--- src/rtl/sample_out_buffer.sv ---
// rtl/sample_out_buffer.sv - output sample FIFO between filter and I2S/DAC framing
// Primes to half full before playing, mutes while priming, repeats last sample on underrun.
module sample_out_buffer #(
   parameter int DEPTH = 4,
   parameter int WIDTH = 16
) (
   input  logic                       clk,
   input  logic                       rst_n,
   input  logic                       enable,
   input  logic [WIDTH-1:0]           in_sample,
   input  logic                       in_valid,
   input  logic                       frame_req,
   input  logic [1:0]                 gain_shift,
   output logic [WIDTH-1:0]           out_sample,
   output logic                       out_valid,
   output logic [$clog2(DEPTH):0]     level,
   output logic [7:0]                 underrun_cnt,
   output logic [7:0]                 overflow_cnt,
   output logic                       running
);

   localparam int AW = $clog2(DEPTH);
   localparam int LW = AW + 1;

   typedef enum logic [1:0] {IDLE, PRIME, RUN} state_t;

   state_t            state;
   logic [WIDTH-1:0]  mem [DEPTH];
   logic [AW-1:0]     rd_ptr;
   logic [AW-1:0]     wr_ptr;
   logic [LW-1:0]     level_r;
   logic [LW-1:0]     level_next;

   logic              active;
   logic              pop_req;
   logic              do_pop;
   logic              underrun;
   logic              full;
   logic              push_try;
   logic              do_push;
   logic              drop;

   logic [WIDTH-1:0]  head;
   logic [WIDTH+2:0]  head_ext;
   logic [WIDTH+2:0]  shifted;
   logic [WIDTH-1:0]  gained;

   always_comb begin
      active     = enable && (state != IDLE);
      pop_req    = active && frame_req;
      do_pop     = pop_req && (state == RUN) && (level_r != '0);
      underrun   = pop_req && (state == RUN) && (level_r == '0);
      full       = (level_r == LW'(DEPTH));
      push_try   = active && in_valid;
      // a full FIFO still takes the push when the same cycle pops
      do_push    = push_try && (!full || do_pop);
      drop       = push_try && full && !do_pop;
      level_next = level_r + LW'(do_push) - LW'(do_pop);
   end

   // Gain in WIDTH+3 bits; any disagreement in the top four bits means it left range
   always_comb begin
      head     = mem[rd_ptr];
      head_ext = {{3{head[WIDTH-1]}}, head};
      shifted  = head_ext << gain_shift;
      gained   = shifted[WIDTH-1:0];
      if (shifted[WIDTH+2:WIDTH-1] != '0 && shifted[WIDTH+2:WIDTH-1] != '1)
         gained = shifted[WIDTH+2] ? {1'b1, {(WIDTH-1){1'b0}}} : {1'b0, {(WIDTH-1){1'b1}}};
   end

   always_ff @(posedge clk) begin
      if (do_push)
         mem[wr_ptr] <= in_sample;
   end

   always_ff @(posedge clk or negedge rst_n) begin
      if (!rst_n) begin
         state        <= IDLE;
         rd_ptr       <= '0;
         wr_ptr       <= '0;
         level_r      <= '0;
         out_sample   <= '0;
         out_valid    <= 1'b0;
         underrun_cnt <= '0;
         overflow_cnt <= '0;
      end else if (!enable) begin
         state     <= IDLE;
         rd_ptr    <= '0;
         wr_ptr    <= '0;
         level_r   <= '0;
         out_valid <= 1'b0;
      end else begin
         case (state)
            IDLE: begin
               state     <= PRIME;
               out_valid <= 1'b0;
            end
            PRIME, RUN: begin
               out_valid <= pop_req;
               if (pop_req && state == PRIME)
                  out_sample <= '0;
               else if (do_pop)
                  out_sample <= gained;
               if (do_pop)
                  rd_ptr <= rd_ptr + AW'(1);
               if (do_push)
                  wr_ptr <= wr_ptr + AW'(1);
               level_r <= level_next;
               if (underrun && underrun_cnt != 8'hFF)
                  underrun_cnt <= underrun_cnt + 8'd1;
               if (drop && overflow_cnt != 8'hFF)
                  overflow_cnt <= overflow_cnt + 8'd1;
               if (underrun)
                  state <= PRIME;
               else if (state == PRIME && level_next >= LW'(DEPTH / 2))
                  state <= RUN;
            end
            default: state <= IDLE;
         endcase
      end
   end

   assign level   = level_r;
   assign running = (state == RUN);

endmodule

--- config.mk ---
export PLATFORM = sky130hd
export DESIGN_NAME = sample_out_buffer
export DESIGN_NICKNAME = d
export VERILOG_FILES = /design/src/rtl/sample_out_buffer.sv
export SDC_FILE = /design/constraint.sdc
export NUM_CORES = 1
export LEC_CHECK = 0
export CORE_MARGIN = 8
export CORE_UTILIZATION = 40
export DETAILED_ROUTE_END_ITERATION = 10
export HOLD_SLACK_MARGIN = 0.08
export SLEW_MARGIN = 5
export SYNTH_ARGS = -nofsm -noshare
export SYNTH_HDL_FRONTEND = slang
export SYNTH_SLANG_ARGS = --single-unit
--- constraint.sdc ---
create_clock -name clk -period 4.7 [get_ports clk]
set_input_delay 0.94 -clock clk [delete_from_list [all_inputs] [get_ports clk]]
set_output_delay 0.94 -clock clk [all_outputs]
set_load 0.05 [all_outputs]
Yosys cells after proc, flatten, opt, wreduce, memory -nomap -nowiden:

Memories as Yosys holds them, arrays and structs flattened.
Index checks and enable logic that the tools add are counted.

* register bits: 42
* memory bits (writable): 64
* bits of input ports: 23
* output and inout bits: 37
* word-level logic and storage cells: 77
* memories kept: 1

* $add $sub $neg: 6
* magnitude comparators: 1
* equal/unequal tests: 11
* shift-type cells: 1
* mux-type cells: 20
* reductions and logical operators: 29

Memory list
* mem: words 4, width 16, rd ports 1, clocked after Yosys merged registers in 0, write ports 1, RTL line 28 `logic [WIDTH-1:0] mem [DEPTH];`

Operators by type and width (count)
* two-way mux 16 bit: 4
* left shift 19 x 2 -> 19 bit: 1
* two-way mux 2 bit: 9
* adder 8 x 1 -> 8 bit (second input constant): 2
* != test 8 bit (second input constant): 2
* logical AND 1 bit: 14
* AND reduction 3 bit: 3
* != test 4 bit (second input constant): 2
* two-way mux 3 bit: 2
* != test 2 x 1 -> 1 bit (second input constant): 3
* adder 2 x 1 -> 2 bit (second input constant): 2
* case mux 2 bit (2 select lines): 1
* AND reduction 2 bit: 2
* nonzero test 2 bit: 2
* nonzero test 4 bit: 1
* adder 3 x 1 -> 3 bit: 1
* equality test 3 bit (second input constant): 1
* greater-or-equal comparator 3 x 2 -> 1 bit (second input constant): 1
* logical NOT 3 bit: 1
* two-way mux 1 bit: 3
* != test 3 x 1 -> 1 bit (second input constant): 1
* nonzero test 3 bit: 1
* subtractor 3 x 1 -> 3 bit: 1
* equality test 2 x 1 -> 1 bit (second input constant): 1
* other kinds (6): 7

Logic depth before layout (Yosys ltp):

* word-level depth: 15
* mapped depth: 14
* depth with buffers taken out: 14

Worst setup path after synthesis:

Ideal clock, no wire load.

* path type: reg-to-reg
* start point: reg state[0]
* end point: reg state[0]
* library setup time: 0.095 ns
* arrival time: 3.321 ns
* data required time: 4.605 ns
* path slack: 1.284 ns
* stages on the path, launching flop included: 15
* path buffers: 0
* clock period less this slack: 3.416 ns
* cell sequence: dfrtp_1 inv_1 ha_1 nand4b_1 a31oi_1 inv_1 ha_1 inv_1 ha_1 fa_1 xnor2_1 xnor2_1 a31oi_1 o221ai_1 o31ai_1

* elaborated cells between the ends (all ways): 21
* classes of those cells: add/sub (2); order compare (1); eq/ne (3); mux (3); reduce/logical (12)

RTL lines
* start, declared: RTL line 27 `state_t state;`
* start signal, assigned: RTL line 78 `state <= IDLE;`
* start signal, assigned: RTL line 87 `state <= IDLE;`
* start signal, assigned: RTL line 95 `state <= PRIME;`
* equality test 2 bit *
* net running: RTL line 19 `output logic running`
* logical AND 1 bit: RTL line 51, 52
* logical AND 1 bit: RTL line 51 `do_pop = pop_req && (state == RUN) && (level_r != '0);`
* logical OR 1 bit: RTL line 56 `do_push = push_try && (!full || do_pop);`
* logical AND 1 bit: RTL line 56
* adder 3 x 1 -> 3 bit: RTL line 58 `level_next = level_r + LW'(do_push) - LW'(do_pop);`
* subtractor 3 x 1 -> 3 bit: RTL line 58
* greater-or-equal comparator 3 x 2 -> 1 bit: RTL line 115 `else if (state == PRIME && level_next >= LW'(DEPTH / 2))`
* logical AND 1 bit: RTL line 115
* != test 4 bit (no source line)

The timed path passes the listed nets; every way through them passes the cells marked *.
A chain may end at the register's enable or synchronous reset.

Worst setup path in the final report:

* start point: in enable
* end point: reg state[0]

* cells in the longest elaborated chain, start to end: 11
* elaborated cells between the ends (all ways): 16
* classes of those cells: add/sub (2); order compare (1); eq/ne (1); mux (3); reduce/logical (9)

Ends and longest elaborated chain
* start, declared: RTL line 9 `input logic enable,`
* logical AND 1 bit: RTL line 49 `active = enable && (state != IDLE);`
* logical AND 1 bit: RTL line 50 `pop_req = active && frame_req;`
* logical AND 1 bit: RTL line 51, 52
* logical AND 1 bit: RTL line 51
* logical OR 1 bit: RTL line 56
* logical AND 1 bit: RTL line 56
* adder 3 x 1 -> 3 bit: RTL line 58
* subtractor 3 x 1 -> 3 bit: RTL line 58
* greater-or-equal comparator 3 x 2 -> 1 bit: RTL line 115
* logical AND 1 bit: RTL line 115
* != test 4 bit (no source line)
* end signal, assigned: RTL line 114 `state <= PRIME;`
* end signal, assigned: RTL line 116 `state <= RUN;`
* end signal, assigned: RTL line 118 `default: state <= IDLE;`

Parallel ways exist; a longest one is shown, timed or not.

==> reports/metrics.yaml <==
status: "finished, final reports clean"
rsz0062_at_grt: "no"
ys_async_sr_fraction_pct: 39.6
ios: 60
hp-class: "reg -> reg"
combPwrFrac_pct: 15.5
clock_sinks: 106
fin_crit_ns: 3.93
vias: 2776
p_seq_share_pct: 49.2
end_kind: "flip-flop"
fin_nets: 421
gp_congestion: 0.743
power.switching_mw: 0.560
cts_made_buffers: 9
postRouteAntennaNets: 0
yosysSeqAreaShare_pct: 61.5
synth_fp_nets: 363
post_drt_wl_per_cell_um: 17.2
r2r_setup_slack_ns: 1.30
grt_max_degree: 43
min_from: "underrun_cnt[4]"
cp_max_fo: 13
route.detailed.drc: 0
floorplan.core_area_um2: 11900
crit_path_start_kind: "primary input"
die_w_um: 126
finClkSkew_ns: 0.00552
p_int_mw: 1.58
wirelength_mm: 9.22
initial_core_util_pct: 40.6
syn2layout_area_growth_pct: 20.8
layout-drive-gt1-share_pct: 12.1
maxCapViolCount: 0
ir_worst_vdd_mv: 0.224
num_rows: 40
n_antenna_cell: 0
synthesis.instances: 327
crit_type: "in -> reg"
r2r-start: "state[0]"
tns_ns: 0
grt_first_pass_wirelength_mm: 15.4
grt_antenna_before_repair: 0
fin_crit_sh_pct: 83.7
rr_worst_depth: 14
first_iter_violations: 124
pwr-share-clk_pct: 35.3
yosysWarnings: 0
cts_htree_levels: 3
clk_pin_slew_ns: 0.07
p_total_mw: 2.14
ys_types: 47
arrival_ns: 4.18
tightest_slew_ns: 1.10
grt_use_total_pct: 12.2
hold_viol: 0
reg2reg_to: "state[0]"
critical_path.startpoint: "enable"
synth_area_um2: 4840
synth-edff-count: 64
avgSynthCellArea_um2: 14.8
die_area_um2: 15900
endpoint: "state[0]"
slew_headroom_pct: 26.3
n_fill_cell: 1063
numPortBuffers: 59
post_cts_buffers: 0
clock_path_buffers: 2
sw_frac_of_total_pct: 26.1
dp_hpwl_mm: 6.52
crit_required_ns: 4.95
setup_violations: 0
dr.pass1.iters: 4
cts_resized: 0
ys_seq_elements: 106
viasPerCell: 5.17
grt_pass1_vias: 2855
cts_hold_buf: 0
overflow: 0
ys.flop_type: "edfxtp_1"
clock_latency_ns: 0.34
die_y_um: 126
p_per_area_nw_per_um2: 366
slew_violations: 0
leakage_nw: 2.18
max_freq_mhz: 254
clockRootBuffer: "clkbuf_16"
cts_tree: "built"
[power by group through the flow]
stage | clock [mW] | combinational (mW) | sequential, mW
after floorplan | 0 | 0.195 | 1.10
after global placement | 0 | 0.328 | 1.07
after detailed placement | 0 | 0.335 | 1.07
after CTS | 0.776 | 0.336 | 1.05
after global routing | 0.821 | 0.365 | 1.06
final | 0.756 | 0.332 | 1.05
[stage by stage]
| step | worst slack [ns] | cells | hold slack (ns) | util, % | instance area, um2 |
|---|---|---|---|---|---|
| after floorplan | 1.28 | 327 | 0.552 | - | 4840 |
| after global placement | 0.554 | 521 | 0.476 | 46.5 | 5540 |
| after detailed placement | 0.464 | 521 | 0.488 | 46.5 | 5540 |
| after CTS | 0.789 | 537 | 0.498 | 49.1 | 5850 |
| after global routing | 0.506 | 537 | 0.514 | 49.1 | 5850 |
| final | 0.766 | 537 | 0.492 | 49.1 | 5850 |
[critical path, stage by stage]
cell and delay [ns]:
clkdlybuf4s50_1 0.72, nand4b_1 0.19, a31oi_1 0.46, inv_1 0.09, ha_1 0.28, inv_1 0.04
ha_1 0.18, fa_1 0.37, xnor2_1 0.23, xnor2_1 0.09, a31oi_1 0.31, o221ai_1 0.19
o31ai_1 0.09
[cell usage in the layout, fill, tap and decap left out, types with 3 or more instances in the layout]
| cell | n |
|---|---|
| nor2b_1 | 9 |
| nand2_1 | 25 |
| mux4_2 | 13 |
| dfrtp_1 | 42 |
| nor2_1 | 6 |
| a22o_1 | 17 |
| inv_1 | 11 |
| edfxtp_1 | 64 |
| xnor2_1 | 14 |
| mux2i_1 | 12 |
| ha_1 | 12 |
| nand3_1 | 5 |
| nand4_1 | 6 |
| and3_1 | 5 |
| o211ai_1 | 10 |
| xor2_1 | 6 |
| clkbuf_16 | 9 |
| mux2_2 | 12 |
| clkdlybuf4s50_1 | 58 |
| o21ai_0 | 3 |
| nor3_1 | 3 |
| and2_1 | 7 |
[flip-flops by register name, summed over array words and instances (netlist names)]
name          cells
out_valid         1
out_sample       16
underrun_cnt      8
mem              64
rd_ptr            2
overflow_cnt      8
state             2
wr_ptr            2
level             3
[how the worst min path moves through the flow]
stage,endpoint,slack [ns],cells past startpoint
final,underrun_cnt[4],0.49,1
after global routing,underrun_cnt[4],0.51,1
after CTS,underrun_cnt[4],0.50,1
after detailed placement,underrun_cnt[4],0.49,1
after global placement,underrun_cnt[4],0.48,1
after floorplan,state[1],0.55,2
[cells by family after synthesis]
| family | after synthesis | share of synthesized area, % |
|---|---|---|
| AND/OR/NAND/NOR | 78 | 8.72 |
| buffers and inverters | 25 | 2.48 |
| AO/OA/AOI/OAI | 46 | 7.79 |
| multiplexers | 39 | 12.4 |
| adder cells (fa/ha/maj) | 13 | 3.52 |
| XOR/XNOR | 20 | 3.62 |
| flip-flops | 106 | 61.5 |
[layer usage]
layer | GRT usage [%] | share of wire (%) | up-vias
li1 | - | - | 1360
met1 | 17.0 | 50 | 1357
met2 | 17.9 | 44 | 52
met3 | 3.71 | 4.5 | 7
met4 | 3.61 | 1.2 | 0
met5 | 0 | 0 | -
[cell type report]
type                            instances  area, um2  area share [%]
Tap cell                              147        184            3.15
Clock inverter                          7       77.6            1.33
Sequential cell                       106       2970            50.9
Inverter                               11       41.3           0.706
Clock buffer                            9        225            3.85
Multi-Input combinational cell        196       1740            29.8
Timing Repair Buffer                   61        601            10.3
[synthesized netlist by cell type (2+ instances only)]
library cell	instances	share of area, %
mux2i_1	12	2.5
nand3_1	5	0.52
nand2b_1	2	0.26
dfrtp_1	42	22
xor2_1	6	1.1
a22oi_1	2	0.31
buf_6	2	0.47
clkbuf_1	5	0.39
a21oi_1	2	0.21
nor2_1	6	0.47
nand2_1	25	1.9
a31oi_1	2	0.26
ha_1	12	3.1
and3_1	5	0.65
nand3b_1	2	0.31
nor2b_1	9	1.2
mux2_2	12	2.8
xnor2_1	14	2.5
o21ai_0	3	0.31
and4_1	2	0.36
nor3_1	3	0.31
inv_1	11	0.85
mux4_2	13	6.1
buf_2	6	0.62
and2_1	7	0.91
edfxtp_1	64	40
o211ai_1	10	1.6
mux4_1	2	1.1
nand4_1	6	0.78
a22o_1	17	3.1
o31ai_1	2	0.31
(Power assumes the default switching activity.)
